[src/rtl/cfa_pkg.sv]
// Shared definitions for the CFA window scanner.
// Holds the colour-symbol, pattern and mode encodings, the scanner state
// enum and the symbol-mapping helper used by cfa_symbol_map.
package cfa_pkg;

  // Colour symbols presented on bayerSymbol
  localparam logic [1:0] CFA_R  = 2'd0;
  localparam logic [1:0] CFA_GR = 2'd1;
  localparam logic [1:0] CFA_GB = 2'd2;
  localparam logic [1:0] CFA_B  = 2'd3;

  // Pattern selector encodings (colour of the top-left pixel pair)
  localparam logic [1:0] PAT_RGGB = 2'd0;
  localparam logic [1:0] PAT_GRBG = 2'd1;
  localparam logic [1:0] PAT_GBRG = 2'd2;
  localparam logic [1:0] PAT_BGGR = 2'd3;

  // CFA tiling modes
  localparam logic CFA_BAYER = 1'b0;
  localparam logic CFA_QUAD  = 1'b1;

  typedef enum logic [1:0] {
    ST_IDLE   = 2'd0,
    ST_SCAN   = 2'd1,
    ST_FINISH = 2'd2
  } state_t;

  // Quad-Bayer repeats each colour over a 2x2 block, so the colour toggles
  // on bit 1 of the coordinate instead of bit 0. The pattern bits simply
  // flip the row/col phase of the tile.
  function automatic logic [1:0] cfa_symbol(input logic [1:0] row_bits,
                                            input logic [1:0] col_bits,
                                            input logic [1:0] pattern,
                                            input logic       mode);
    logic row_ph;
    logic col_ph;
    if (mode == CFA_QUAD) begin
      row_ph = row_bits[1];
      col_ph = col_bits[1];
    end else begin
      row_ph = row_bits[0];
      col_ph = col_bits[0];
    end
    return {row_ph ^ pattern[1], col_ph ^ pattern[0]};
  endfunction

endpackage

[src/rtl/cfa_symbol_map.sv]
// Combinational CFA colour tagger.
// Ports:
//   row_bits, col_bits : low two bits of the pixel coordinate
//   pattern            : pattern selector (PAT_*)
//   mode               : CFA_BAYER or CFA_QUAD
//   symbol             : colour symbol (CFA_*); the parent registers it
module cfa_symbol_map
  import cfa_pkg::*;
(
  input  logic [1:0] row_bits,
  input  logic [1:0] col_bits,
  input  logic [1:0] pattern,
  input  logic       mode,
  output logic [1:0] symbol
);

  // Map coordinate phase and pattern to the colour symbol
  always_comb begin
    symbol = cfa_symbol(row_bits, col_bits, pattern, mode);
  end

endmodule

[src/rtl/cfa_window_scanner.sv]
// Raster address generator with CFA colour tagging and window-valid flag.
// Scans (0,0)..(rowMax,colMax) of a frame, emitting one linear address per
// accepted beat together with row/col, colour symbol and windowValid.
// Ports:
//   clk, rst            : clock, asynchronous active-high reset
//   start, en           : frame start request, global advance enable
//   rowMax, colMax      : last row/col index (signed, latched on start)
//   patternSelect       : CFA pattern (latched on start)
//   cfaMode             : Bayer / Quad-Bayer (latched on start)
//   outReady            : downstream accepts the current beat
//   address,row,col     : current beat coordinates (registered)
//   bayerSymbol         : colour of the current beat (registered)
//   windowValid         : current beat has a full FILTER_SIZE window behind it
//   addrValid           : beat outputs are valid
//   bufferEnable        : line-buffer write strobe (accepted beat)
//   rowUpdateFlag       : accepted beat is the last column of its row
//   colUpdateFlag       : accepted beat
//   ready, done         : idle indicator, end-of-frame pulse
//   cfgError            : pulse together with done for a rejected frame size
module cfa_window_scanner
  import cfa_pkg::*;
#(
  parameter int ADDR_W      = 17,
  parameter int ROW_W       = 11,
  parameter int COL_W       = 11,
  parameter int FILTER_SIZE = 5
) (
  input  logic                    clk,
  input  logic                    rst,
  input  logic                    start,
  input  logic                    en,
  input  logic signed [ROW_W-1:0] rowMax,
  input  logic signed [COL_W-1:0] colMax,
  input  logic [1:0]              patternSelect,
  input  logic                    cfaMode,
  input  logic                    outReady,
  output logic [ADDR_W-1:0]       address,
  output logic                    addrValid,
  output logic [ROW_W-1:0]        row,
  output logic [COL_W-1:0]        col,
  output logic [1:0]              bayerSymbol,
  output logic                    windowValid,
  output logic                    bufferEnable,
  output logic                    rowUpdateFlag,
  output logic                    colUpdateFlag,
  output logic                    ready,
  output logic                    done,
  output logic                    cfgError
);

  // Smallest legal bound, signed so negative bounds are rejected too
  localparam logic signed [ROW_W-1:0] ROW_LIM = ROW_W'(FILTER_SIZE - 32'sd1);
  localparam logic signed [COL_W-1:0] COL_LIM = COL_W'(FILTER_SIZE - 32'sd1);
  // Same constants as unsigned thresholds for the (never negative) counters
  localparam logic [ROW_W-1:0] ROW_WIN = ROW_W'(FILTER_SIZE - 32'sd1);
  localparam logic [COL_W-1:0] COL_WIN = COL_W'(FILTER_SIZE - 32'sd1);

  state_t             state_r, state_nxt_s;
  logic [ROW_W-1:0]   row_max_r, row_max_nxt_s;
  logic [COL_W-1:0]   col_max_r, col_max_nxt_s;
  logic [1:0]         pat_r, pat_nxt_s;
  logic               mode_r, mode_nxt_s;
  logic               err_r, err_nxt_s;
  logic [ADDR_W-1:0]  addr_r, addr_nxt_s;
  logic [ROW_W-1:0]   row_r, row_nxt_s;
  logic [COL_W-1:0]   col_r, col_nxt_s;
  logic [1:0]         sym_r, sym_nxt_s;
  logic               win_r, win_nxt_s;
  logic               valid_r, valid_nxt_s;
  logic               ready_r, ready_nxt_s;
  logic               done_r, done_nxt_s;
  logic               cfg_err_r, cfg_err_nxt_s;

  logic               cfg_bad_s;
  logic               col_wrap_s;
  logic               last_s;
  logic               fire_s;

  assign cfg_bad_s  = (rowMax < ROW_LIM) || (colMax < COL_LIM);
  assign col_wrap_s = (col_r == col_max_r);
  assign last_s     = col_wrap_s && (row_r == row_max_r);
  assign fire_s     = valid_r && outReady && en;

  // Symbol is looked up for the coordinate being loaded so it stays aligned
  cfa_symbol_map u_symbol_map (
    .row_bits (row_nxt_s[1:0]),
    .col_bits (col_nxt_s[1:0]),
    .pattern  (pat_nxt_s),
    .mode     (mode_nxt_s),
    .symbol   (sym_nxt_s)
  );

  // Window flag for the coordinate being loaded, against fixed thresholds
  always_comb begin
    win_nxt_s = (row_nxt_s >= ROW_WIN) && (col_nxt_s >= COL_WIN);
  end

  // Next-state and next-output logic of the scan controller
  always_comb begin
    state_nxt_s   = state_r;
    row_max_nxt_s = row_max_r;
    col_max_nxt_s = col_max_r;
    pat_nxt_s     = pat_r;
    mode_nxt_s    = mode_r;
    err_nxt_s     = err_r;
    addr_nxt_s    = addr_r;
    row_nxt_s     = row_r;
    col_nxt_s     = col_r;
    valid_nxt_s   = valid_r;
    ready_nxt_s   = ready_r;
    done_nxt_s    = 1'b0;
    cfg_err_nxt_s = 1'b0;

    case (state_r)
      ST_IDLE: begin
        if (start) begin
          row_max_nxt_s = rowMax;
          col_max_nxt_s = colMax;
          pat_nxt_s     = patternSelect;
          mode_nxt_s    = cfaMode;
          ready_nxt_s   = 1'b0;
          if (cfg_bad_s) begin
            // Rejected frame: no beats, report on the way out
            err_nxt_s   = 1'b1;
            valid_nxt_s = 1'b0;
            state_nxt_s = ST_FINISH;
          end else begin
            err_nxt_s   = 1'b0;
            valid_nxt_s = 1'b1;
            addr_nxt_s  = {ADDR_W{1'b0}};
            row_nxt_s   = {ROW_W{1'b0}};
            col_nxt_s   = {COL_W{1'b0}};
            state_nxt_s = ST_SCAN;
          end
        end else begin
          ready_nxt_s = 1'b1;
        end
      end

      ST_SCAN: begin
        if (valid_r && outReady) begin
          if (last_s) begin
            // Final beat accepted; coordinates hold their last value
            valid_nxt_s = 1'b0;
            state_nxt_s = ST_FINISH;
          end else if (col_wrap_s) begin
            col_nxt_s  = {COL_W{1'b0}};
            row_nxt_s  = row_r + ROW_W'(1'b1);
            addr_nxt_s = addr_r + ADDR_W'(1'b1);
          end else begin
            col_nxt_s  = col_r + COL_W'(1'b1);
            addr_nxt_s = addr_r + ADDR_W'(1'b1);
          end
        end else begin
          state_nxt_s = ST_SCAN;
        end
      end

      ST_FINISH: begin
        done_nxt_s    = 1'b1;
        cfg_err_nxt_s = err_r;
        err_nxt_s     = 1'b0;
        ready_nxt_s   = 1'b1;
        state_nxt_s   = ST_IDLE;
      end

      default: begin
        valid_nxt_s = 1'b0;
        ready_nxt_s = 1'b1;
        state_nxt_s = ST_IDLE;
      end
    endcase
  end

  // State and output registers; en low freezes everything
  always_ff @(posedge clk or posedge rst) begin
    if (rst) begin
      state_r   <= ST_IDLE;
      row_max_r <= {ROW_W{1'b0}};
      col_max_r <= {COL_W{1'b0}};
      pat_r     <= 2'd0;
      mode_r    <= 1'b0;
      err_r     <= 1'b0;
      addr_r    <= {ADDR_W{1'b0}};
      row_r     <= {ROW_W{1'b0}};
      col_r     <= {COL_W{1'b0}};
      sym_r     <= 2'd0;
      win_r     <= 1'b0;
      valid_r   <= 1'b0;
      ready_r   <= 1'b1;
      done_r    <= 1'b0;
      cfg_err_r <= 1'b0;
    end else if (en) begin
      state_r   <= state_nxt_s;
      row_max_r <= row_max_nxt_s;
      col_max_r <= col_max_nxt_s;
      pat_r     <= pat_nxt_s;
      mode_r    <= mode_nxt_s;
      err_r     <= err_nxt_s;
      addr_r    <= addr_nxt_s;
      row_r     <= row_nxt_s;
      col_r     <= col_nxt_s;
      sym_r     <= sym_nxt_s;
      win_r     <= win_nxt_s;
      valid_r   <= valid_nxt_s;
      ready_r   <= ready_nxt_s;
      done_r    <= done_nxt_s;
      cfg_err_r <= cfg_err_nxt_s;
    end
  end

  assign address       = addr_r;
  assign addrValid     = valid_r;
  assign row           = row_r;
  assign col           = col_r;
  assign bayerSymbol   = sym_r;
  assign windowValid   = win_r;
  assign ready         = ready_r;
  assign done          = done_r;
  assign cfgError      = cfg_err_r;
  // Strobes follow the live handshake so they mark the accepted beat itself
  assign bufferEnable  = fire_s;
  assign colUpdateFlag = fire_s;
  assign rowUpdateFlag = fire_s && col_wrap_s;

endmodule

[config.mk]
export PLATFORM = sky130hd
export DESIGN_NAME = cfa_window_scanner
export DESIGN_NICKNAME = d
export VERILOG_FILES = /design/src/rtl/cfa_pkg.sv /design/src/rtl/cfa_symbol_map.sv /design/src/rtl/cfa_window_scanner.sv
export SDC_FILE = /design/constraint.sdc
export NUM_CORES = 1
export LEC_CHECK = 0
export CORE_MARGIN = 5
export CORE_UTILIZATION = 41
export CTS_CLUSTER_SIZE = 16
export DETAILED_ROUTE_END_ITERATION = 6
export HOLD_SLACK_MARGIN = 0.12
export PLACE_DENSITY = 0.67
export SLEW_MARGIN = 10
export SYNTH_ARGS = -nofsm -noshare
export SYNTH_HDL_FRONTEND = slang
export SYNTH_HIERARCHICAL = 1
export SYNTH_SLANG_ARGS = --single-unit
[constraint.sdc]
create_clock -name clk -period 2.5 [get_ports clk]
set_clock_uncertainty 0.2 [all_clocks]
set_input_delay 0.25 -clock clk [delete_from_list [all_inputs] [get_ports clk]]
set_output_delay 0.25 -clock clk [all_outputs]
set_load 0.02 [all_outputs]
# Word level (Yosys, flattened, before mapping)
# Index checks and enable logic that the tools add are counted.
# totals
elab_cells,91
ff_bits,74
# classes
n_addsub,3
muxes,40
n_reduce_logical,15
n_bitwise,4
eq_ne,10
magnitude_cmp,4
# op_table
operator,count
two-way mux 11 bit,10
two-way mux 17 bit,4
case mux 11 bit (2 select lines),2
case mux 17 bit (2 select lines),1
"adder 11 x 1 -> 11 bit, second input constant",2
equality test 11 bit,2
"greater-or-equal comparator 11 x 3 -> 1 bit, second input constant",2
"< comparator 11 x 4 -> 1 bit, second input constant",2
"adder 17 x 1 -> 17 bit, second input constant",1
two-way mux 1 bit,13
two-way mux 2 bit,6
"!= test 2 bit, second input constant",5
AND reduction 3 bit,3
AND reduction 6 bit,1
logical AND 1 bit,5
AND reduction 5 bit,1
case mux 1 bit (2 select lines),2
case mux 2 bit (2 select lines),1
nonzero test 2 bit,2
"!= test 3 bit, second input constant",1
case mux 1 bit (3 select lines),1
"equality test 2 x 1 -> 1 bit, second input constant",1
"equality test 2 bit, second input constant",1
zero test 2 bit,1
other kinds (4),6

# Longest topological paths before layout
# Gate-level depths: netlist of the first run.
# depth
word_depth,7
mapped_depth,13
ltp_nobuf,10

# Modules after synthesis
# Netlist of the first run, hierarchy kept.
# modules_own_cells
mod,area_per_inst_um2,cells_each,instances,seq_area_each_um2
cfa_window_scanner,4377.9,472,1,1853.0
cfa_symbol_map,37.5,4,1,0.0

# Worst setup path after synthesis of the first run
# No wires, ideal clock.
# synth_path
kind,flip-flop to flip-flop
from,"reg row_r[8], in the netlist row[8]"
to,"reg sym_r[1], in the netlist bayerSymbol[1]"
period_less_slack_ns,2.730
arrival_ns,2.405
setup_time_ns,0.125
setup_slack_ns,-0.230
stages_incl_launch_ff,13
path_cell_list,dfrtp_1 clkbuf_1 xor2_1 nor4_1 nand3_1 nand2_2 buf_6 buf_2 nor4_1 a21o_1 mux2i_1 xnor2_1 mux2_2
# synth_via
elab_chain_len,7
# synth_rtl
element,line,text
start: declaration,cfa_window_scanner.sv:65,"logic [ROW_W-1:0] row_r, row_nxt_s;"
start signal: assignment,cfa_window_scanner.sv:185,row_r <= {ROW_W{1'b0}};
start signal: assignment,cfa_window_scanner.sv:201,row_r <= row_nxt_s;
equality test 11 bit,cfa_window_scanner.sv:81,assign last_s = col_wrap_s && (row_r == row_max_r);
logical AND 1 bit,cfa_window_scanner.sv:81,
two-way mux 11 bit,cfa_window_scanner.sv:142,if (last_s) begin
two-way mux 11 bit,cfa_window_scanner.sv:141,if (valid_r && outReady) begin
case mux 11 bit (2 select lines),cfa_window_scanner.sv:114,case (state_r)
named net row_nxt_s[0],cfa_window_scanner.sv:65,
two-way mux 1 bit,cfa_pkg.sv:37,if (mode == CFA_QUAD) begin
XOR 1 bit,cfa_pkg.sv:44,"return {row_ph ^ pattern[1], col_ph ^ pattern[0]};"
named net sym_nxt_s[1],cfa_window_scanner.sv:67,"logic [1:0] sym_r, sym_nxt_s;"
end signal: assignment,cfa_window_scanner.sv:203,sym_r <= sym_nxt_s;
end: declaration,cfa_window_scanner.sv:67,
# The timed path passes the listed nets, and every way through them passes these cells.
# A chain may end at the register's enable or synchronous reset.

# Final worst setup path of the first run
# layout_path
from,reg col_max_r[5]
to,"reg win_r, in the netlist windowValid"
# layout_via
elab_chain_len,7
word_cells_on_any_way,13
# layout_rtl
element,line,text
start: declaration,cfa_window_scanner.sv:60,"logic [COL_W-1:0] col_max_r, col_max_nxt_s;"
start signal: assignment,cfa_window_scanner.sv:180,col_max_r <= {COL_W{1'b0}};
start signal: assignment,cfa_window_scanner.sv:196,col_max_r <= col_max_nxt_s;
equality test 11 bit *,cfa_window_scanner.sv:80,assign col_wrap_s = (col_r == col_max_r);
two-way mux 11 bit / logical AND 1 bit (equally long branches),"cfa_window_scanner.sv:146, cfa_window_scanner.sv:81",
two-way mux 11 bit,cfa_window_scanner.sv:142,
two-way mux 11 bit,cfa_window_scanner.sv:141,
case mux 11 bit (2 select lines),cfa_window_scanner.sv:114,
greater-or-equal comparator 11 x 3 -> 1 bit,cfa_window_scanner.sv:95,win_nxt_s = (row_nxt_s >= ROW_WIN) && (col_nxt_s >= COL_WIN);
logical AND 1 bit *,cfa_window_scanner.sv:95,
end signal: assignment,cfa_window_scanner.sv:204,win_r <= win_nxt_s;
end: declaration,cfa_window_scanner.sv:68,"logic win_r, win_nxt_s;"
# Every way passes the cells marked *; elsewhere a longest branch is shown, timed or not.

==> results of run 1 <==
-- report_power, final --
group	switching, W	internal [W]
logic	0.00113	0.00126
clock network	0.000482	0.000521
registers	0.000288	0.00155
-- final timing paths --
path | endpoint | slack, ns | cells after the start
max in group asynchronous | row[2] | 0.96 | 4
min in group asynchronous | row[1] | 0.55 | 3
min reg2reg | pat_r[1] | 0.31 | 1
max | windowValid | -0.20 | 10
max reg2reg | windowValid | -0.20 | 10
min | pat_r[1] | 0.31 | 1
-- state kept, by name (all words and copies together), names as in the netlist, 2 cells and up --
name,cells
address,17
bayerSymbol,2
col,11
col_max_r,11
pat_r,2
row,11
row_max_r,11
state_r,2
-- cell usage after synthesis (all sizes together), types with 3 or more instances --
cell,count
dfrtp,73
nand2,49
nor2,44
mux2,36
o21ai,26
xor2,22
nor3,19
nor4,19
buf,17
nand3,17
a21oi,16
clkbuf,15
inv,13
xnor2,13
a21o,7
and3,7
nand4,6
a31oi,4
a32o,4
and2,4
nor2b,4
o211ai,4
o21a,4
o41ai,4
a21boi,3
a221oi,3
ha,3
mux2i,3
nand3b,3
nor4b,3
o21bai,3
o31ai,3
or3,3
-- logic make-up after synthesis --
family                   count (synthesis)  share of synthesized area, %
flip-flops                              74                          42.0
multiplexers                            39                          9.86
AND/OR/NAND/NOR                        185                          20.9
AO/OA/AOI/OAI                           95                          14.6
adder cells (fa/ha/maj)                  3                         0.850
buffers and inverters                   45                          4.82
XOR/XNOR                                35                          6.94
-- cell type report --
| cell class | instances | area, um2 |
|---|---|---|
| clock buffers | 13 | 159 |
| clock inverters | 3 | 46.3 |
| fillers | 883 | 3760 |
| inverters | 13 | 48.8 |
| multi-input cells | 358 | 2620 |
| flip-flops and latches | 74 | 1860 |
| well taps | 136 | 170 |
| repair buffers | 196 | 1750 |
-- repair_timing --
item | CTS | global route
setup buffers | 8 | 5
resized for setup | 20 | 56
cloned | 0 | 1
pin swaps | 9 | 19
setup endpoints to repair | 17 | 29
hold endpoints to repair | 10 | 0
hold buffers | 1 | 0
-- metal layers --
metal  vias to the layer above  share of wire, %  global-route usage [%]
met4                         0               2.3                    6.41
met5                         -                 0                       0
met3                        34               5.8                    4.93
met2                       148                46                    33.7
met1                      2128                45                    30.1
li1                       2059                 -                       -
-- worst max-delay path: cells and delay by family (launching register included) --
| family | cells | cell delay (ns) |
|---|---|---|
| AO/OA/AOI/OAI | 1 | 0.07 |
| XOR/XNOR | 1 | 0.18 |
| buffers and inverters | 2 | 0.25 |
| flip-flops | 1 | 0.41 |
| multiplexers | 1 | 0.25 |
| AND/OR/NAND/NOR | 5 | 1.20 |
-- through the flow --
stage / instance area [um2] / hold WS (ns) / setup WS (ns) / setup TNS, ns
after floorplan: 4480 / 0.202 / -0.137 / -0.328
after global placement: 6030 / 0.283 / -0.558 / -6.79
after detailed placement: 6030 / 0.296 / -0.525 / -8.42
after CTS: 6390 / 0.309 / -0.111 / -0.258
after global routing: 6660 / 0.307 / -0.343 / -3.27
final: 6660 / 0.309 / -0.204 / -0.637
==> flow_summary.toml, run 1 <==
[worst_setup_path]
start_kind = "flop"
regToRegStartpoint = "col_max_r[5]"
cp.arrival_ns = 2.74
cp_cell_sequence = "xor2_1 > nor4_2 > and3_4 > buf_4 > buf_4 > nand3_1 > mux2_4 > nand4_1 > nor4_2 > a211oi_2"
crit_required_ns = 2.53
worstSetupStartpoint = "col_max_r[5]"
crit_slowest_cell = "dfrtp_1"
critPathCaptureType = "flop"
path_class = "flop to flop"
max_stage_delay_ns = 0.41
critPathMaxFanout = 6

[synth]
ys.flop_type = "dfrtp_1"
avgSynthCellArea_um2 = 9.28
async_flop_share_pct = 100
synth_top_area_share_pct = 41.4
syn_nets = 509
synth_seq_cells = 74
synth_edf_count = 0
yosysSeqAreaShare_pct = 42.0
synth_area_um2 = 4420
ys_types = 59
synth_area_leaders = "dfrtp_1 (41%), mux2_2 (8.9%), xor2_1 (4.4%)"
synthCells = 476
ys_warn_count = 6
yosysTopAreaCell = "dfrtp_1"

[drt]
drt-pass1-iter-count = 5
first_iter_violations = 315
drc = 0
via_per_inst = 5.51
vias = 4369
ant_nets = 0
routed_wl_mm = 14.1
wl_per_cell_um = 17.8

[sta]
finalSetupViolCount = 11
timing.final.ws_setup_ns = -0.204
fin_crit_sh_pct = 108
rsz0062_at_grt = "yes"
final-hold-violation-count = 0
finalMaxSlewViolations = 0
timing.fmax_mhz = 370
period_needed_ns = 2.70
maxSlewHeadroom_pct = 71.9
tightest_slew_ns = 0.420

[flow_run]
cap_violations = 0

[floorplanning]
io_pins = 79
die_x_um = 114
core_um2 = 10400
fp.dieH_um = 114
die_area_um2 = 12900
fp-row-count = 37
start_util_pct = 42.4

[placed_design]
gp_congestion = 0.938
port_buffers = 78
dp_hpwl_mm = 10.5
dpl.cell_count = 762

[global_route]
grt_max_degree = 49
grt_pass1_wl_mm = 22.5
grt_use_total_pct = 21.6
antenna_found_initial = 0
grt_overflow = 0
grt_pass1_vias = 4404

[worst_hold_path]
hold_class = "flop to flop"
hp-start = "pat_r[1]"

[layout]
syn2layout_area_growth_pct = 50.8
n_antenna_cell = 0
drive_gt1_share_pct = 34.4
final_cell_count_no_fill = 793
mostFrequentLayoutCells = "buf_4 (102), clkdlybuf4s50_1 (75), dfrtp_1 (66)"
nets = 685
fin_util_pct = 63.9
final_common_cell = "buf_4"

[status]
violations = "negative setup slack"
status = "finished with violations"

[clock_tree]
root_buffer = "clkbuf_8"
cts_buffer_depth = 2
cts_tree = "built"
cts-htree-levels = 3
clkSlewWorstSetupHoldPaths_ns = 0.09
clock_latency_ns = 0.36
cts_buffers = 9
clock-sinks = 74

[power_and_ir_drop]
power_density_nw_per_um2 = 787
leakagePower_nw = 2.83
peakVddDrop_mv = 0.537
power_w = 0.00524
(Power assumes the default switching activity.)
==> run 2, diff against run 1 <==
--- a/config.mk
+++ b/config.mk
@@ -14,5 +14,4 @@
 export SLEW_MARGIN = 10
 export SYNTH_ARGS = -nofsm -noshare
 export SYNTH_HDL_FRONTEND = slang
-export SYNTH_HIERARCHICAL = 1
 export SYNTH_SLANG_ARGS = --single-unit
==> flow_summary.toml, run 2 <==
[worst_setup_path]
max_stage_delay_ns = 0.43
cp_common_cell = "a21oi_1"
r2r_cells = 8
regToRegEndpoint = "address[5]"
start_kind = "flop"
cp.arrival_ns = 2.74
crit_required_ns = 2.58
regToRegSetupSlack_ns = -0.16
cp_cell_sequence = "xor2_1 > nor4_4 > and3b_2 > a21oi_1 > o2111ai_2 > buf_4 > or3_1 > a21oi_1"
path_class = "flop to flop"
regToRegStartpoint = "row_max_r[0]"
critPathMaxFanout = 7
crit_slowest_cell = "a21oi_1"
critPathCaptureType = "flop"

[layout]
final_common_cell = "buf_4"
nets = 667
n_antenna_cell = 0
final_cell_count_no_fill = 775
syn2layout_area_growth_pct = 48.3
fin_util_pct = 62.8
mostFrequentLayoutCells = "buf_4 (95), clkdlybuf4s50_1 (75), dfrtp_1 (67)"
largest_reg_flops = 17
drive_gt1_share_pct = 33.3

[drt]
routed_wl_mm = 13.8
first_iter_violations = 266
ant_nets = 0
drt-pass1-iter-count = 7
via_per_inst = 5.64
drc = 0
wl_per_cell_um = 17.8
vias = 4368

[clock_tree]
cts_buffer_depth = 2
cts_hold_buf = 0
cts_tree = "built"
clock-sinks = 74
cts_buffers = 9
cts-htree-levels = 3
root_buffer = "clkbuf_8"
clock_latency_ns = 0.35
clkSlewWorstSetupHoldPaths_ns = 0.08

[floorplanning]
die_x_um = 114
start_util_pct = 42.4
die_area_um2 = 12900
io_pins = 79
fp-row-count = 37
fp.dieH_um = 114
core_um2 = 10400

[sta]
finalMaxSlewViolations = 0
maxSlewHeadroom_pct = 57.2
tightest_slew_ns = 0.641
timing.fmax_mhz = 376
timing.final.ws_setup_ns = -0.158
fin_crit_sh_pct = 106
whs_ns = 0.102
finalSetupViolCount = 12
final-hold-violation-count = 0
fin_tns_setup_ns = -1.19
rsz0062_at_grt = "yes"
period_needed_ns = 2.66

[synth]
synth.most_common_cell = "dfrtp_1"
ys.flop_type = "dfrtp_1"
avgSynthCellArea_um2 = 9.47
synth_seq_cells = 74
yosysSeqAreaShare_pct = 42.0
synthCells = 466
ys_warn_count = 0
yosysTopAreaCell = "dfrtp_1"
syn_nets = 499
async_flop_share_pct = 100
yosys-top-cells-count = "dfrtp_1 (73), nand2_1 (41), nor2_1 (41)"
synth_area_um2 = 4410
synth_edf_count = 0
ys_types = 65
synth_top_area_share_pct = 41.4
synth_area_leaders = "dfrtp_1 (41%), mux2_2 (8.2%), xnor2_1 (3.8%)"

[global_route]
grt_pass1_vias = 4348
grt_use_total_pct = 20.9
grt_max_degree = 75
grt_overflow = 0
grt_pass1_wl_mm = 21.8
antenna_found_initial = 0

[power_and_ir_drop]
p_seq_share_pct = 33.0
pwr-share-clk_pct = 18.7
sw_frac_of_total_pct = 36.9
combPwrFrac_pct = 48.3
leakagePower_nw = 2.79
p_int_w = 0.00342
switchingPower_w = 0.00200
power_density_nw_per_um2 = 828
peakVddDrop_mv = 0.546

[status]
violations = "negative setup slack"
status = "finished with violations"

[placed_design]
gp_congestion = 0.978
dp_worst_setup_slack_ns = -0.310
dpl.cell_count = 750
dp_hpwl_mm = 9.82
port_buffers = 78

[flow_run]
cap_violations = 0

[worst_hold_path]
hold_class = "input pin to asynchronous set/reset pin"
==> run 2: cell count changes in the layout (fill, tap and decap cells not counted), moves of 5 or more <==
cell / change
buf_4: -7
nand3_2: +5
o21ai_0: +9
o21ai_1: -7
nor3_1: -13
xor2_1: -7
nand2_1: -5
nor4_2: -9
xnor2_1: +6
==> run 2: timing repair <==
item / in CTS / in global routing
pin swaps: 19 / 13
gates resized for setup: 23 / 40
endpoints found under the setup margin: 19 / 36
buffers inserted: 6 / 4
==> run 2: how the worst max path moves through the flow <==
stage / to / slack [ns] / start / cells after the start
3_3_place_gp: windowValid / -0.31 / rowMax[10] / 10
3_5_place_dp: windowValid / -0.31 / colMax[10] / 10
6_report: address[5] / -0.16 / row_max_r[0] / 8
4_1_cts: windowValid / -0.1 / col[0] / 8
5_1_grt: address[5] / -0.32 / row_max_r[0] / 8
2_1_floorplan: windowValid / -0.11 / col[5] / 9
==> run 2: kinds of logic (layout without fill, tap and decap cells) <==
kind of cell / count (synthesis) / in the layout / synth area share, %
AND/OR/NAND/NOR: 169 / 169 / 20.2
adder cells (fa/ha/maj): 3 / 3 / 0.851
buffers and inverters: 42 / 215 / 4.08
XOR/XNOR: 38 / 38 / 8.05
AO/OA/AOI/OAI: 102 / 102 / 15.3
flip-flops: 74 / 74 / 42.0
multiplexers: 38 / 38 / 9.53
==> run 2: power by group through the flow <==
| stage | sequential (W) | clock (W) | combinational, W |
|---|---|---|---|
| final | 0.00179 | 0.00101 | 0.00262 |
| after global routing | 0.00183 | 0.00108 | 0.00281 |
| after CTS | 0.00179 | 0.00103 | 0.00247 |
| after detailed placement | 0.00181 | 0 | 0.00239 |
| after global placement | 0.00180 | 0 | 0.00234 |
| after floorplan | 0.00191 | 0 | 0.00120 |
==> run 2: per-layer routing <==
metal  part of all wire, %  global-route usage, %
met5                     0                      0
met4                   2.3                   6.49
met3                   6.5                   4.93
met2                    49                   34.4
met1                    42                   27.2
==> run 2: metrics by stage <==
step           total power [W]  instance area [um2]
2_1_floorplan          0.00311                 4450
3_3_place_gp           0.00414                 6010
3_5_place_dp           0.00420                 6010
4_1_cts                0.00529                 6350
5_1_grt                0.00572                 6540
6_report               0.00541                 6540
==> run 2: area by class of cell <==
type | count | area [um2]
Clock buffer | 13 | 169
Tap cell | 136 | 170
Clock inverter | 3 | 46.3
Timing Repair Buffer | 184 | 1640
Sequential cell | 74 | 1860
Multi-Input combinational cell | 350 | 2600
Fill cell | 863 | 3870
Inverter | 15 | 56.3
==> run 2: worst max-delay path, delay by kind of cell (launching register included) <==
kind                   cells  cell delay (ns)
AO/OA/AOI/OAI              3             0.78
XOR/XNOR                   1             0.27
AND/OR/NAND/NOR            3             0.72
buffers and inverters      1             0.20
flip-flops                 1             0.41
==> run 3, diff against run 2 <==
--- a/config.mk
+++ b/config.mk
@@ -14,4 +14,5 @@
 export SLEW_MARGIN = 10
 export SYNTH_ARGS = -nofsm -noshare
 export SYNTH_HDL_FRONTEND = slang
+export SYNTH_HIERARCHICAL = 1
 export SYNTH_SLANG_ARGS = --single-unit
==> results of run 3 <==
No change in the layout: final DEF, timing and power equal those of run 1.
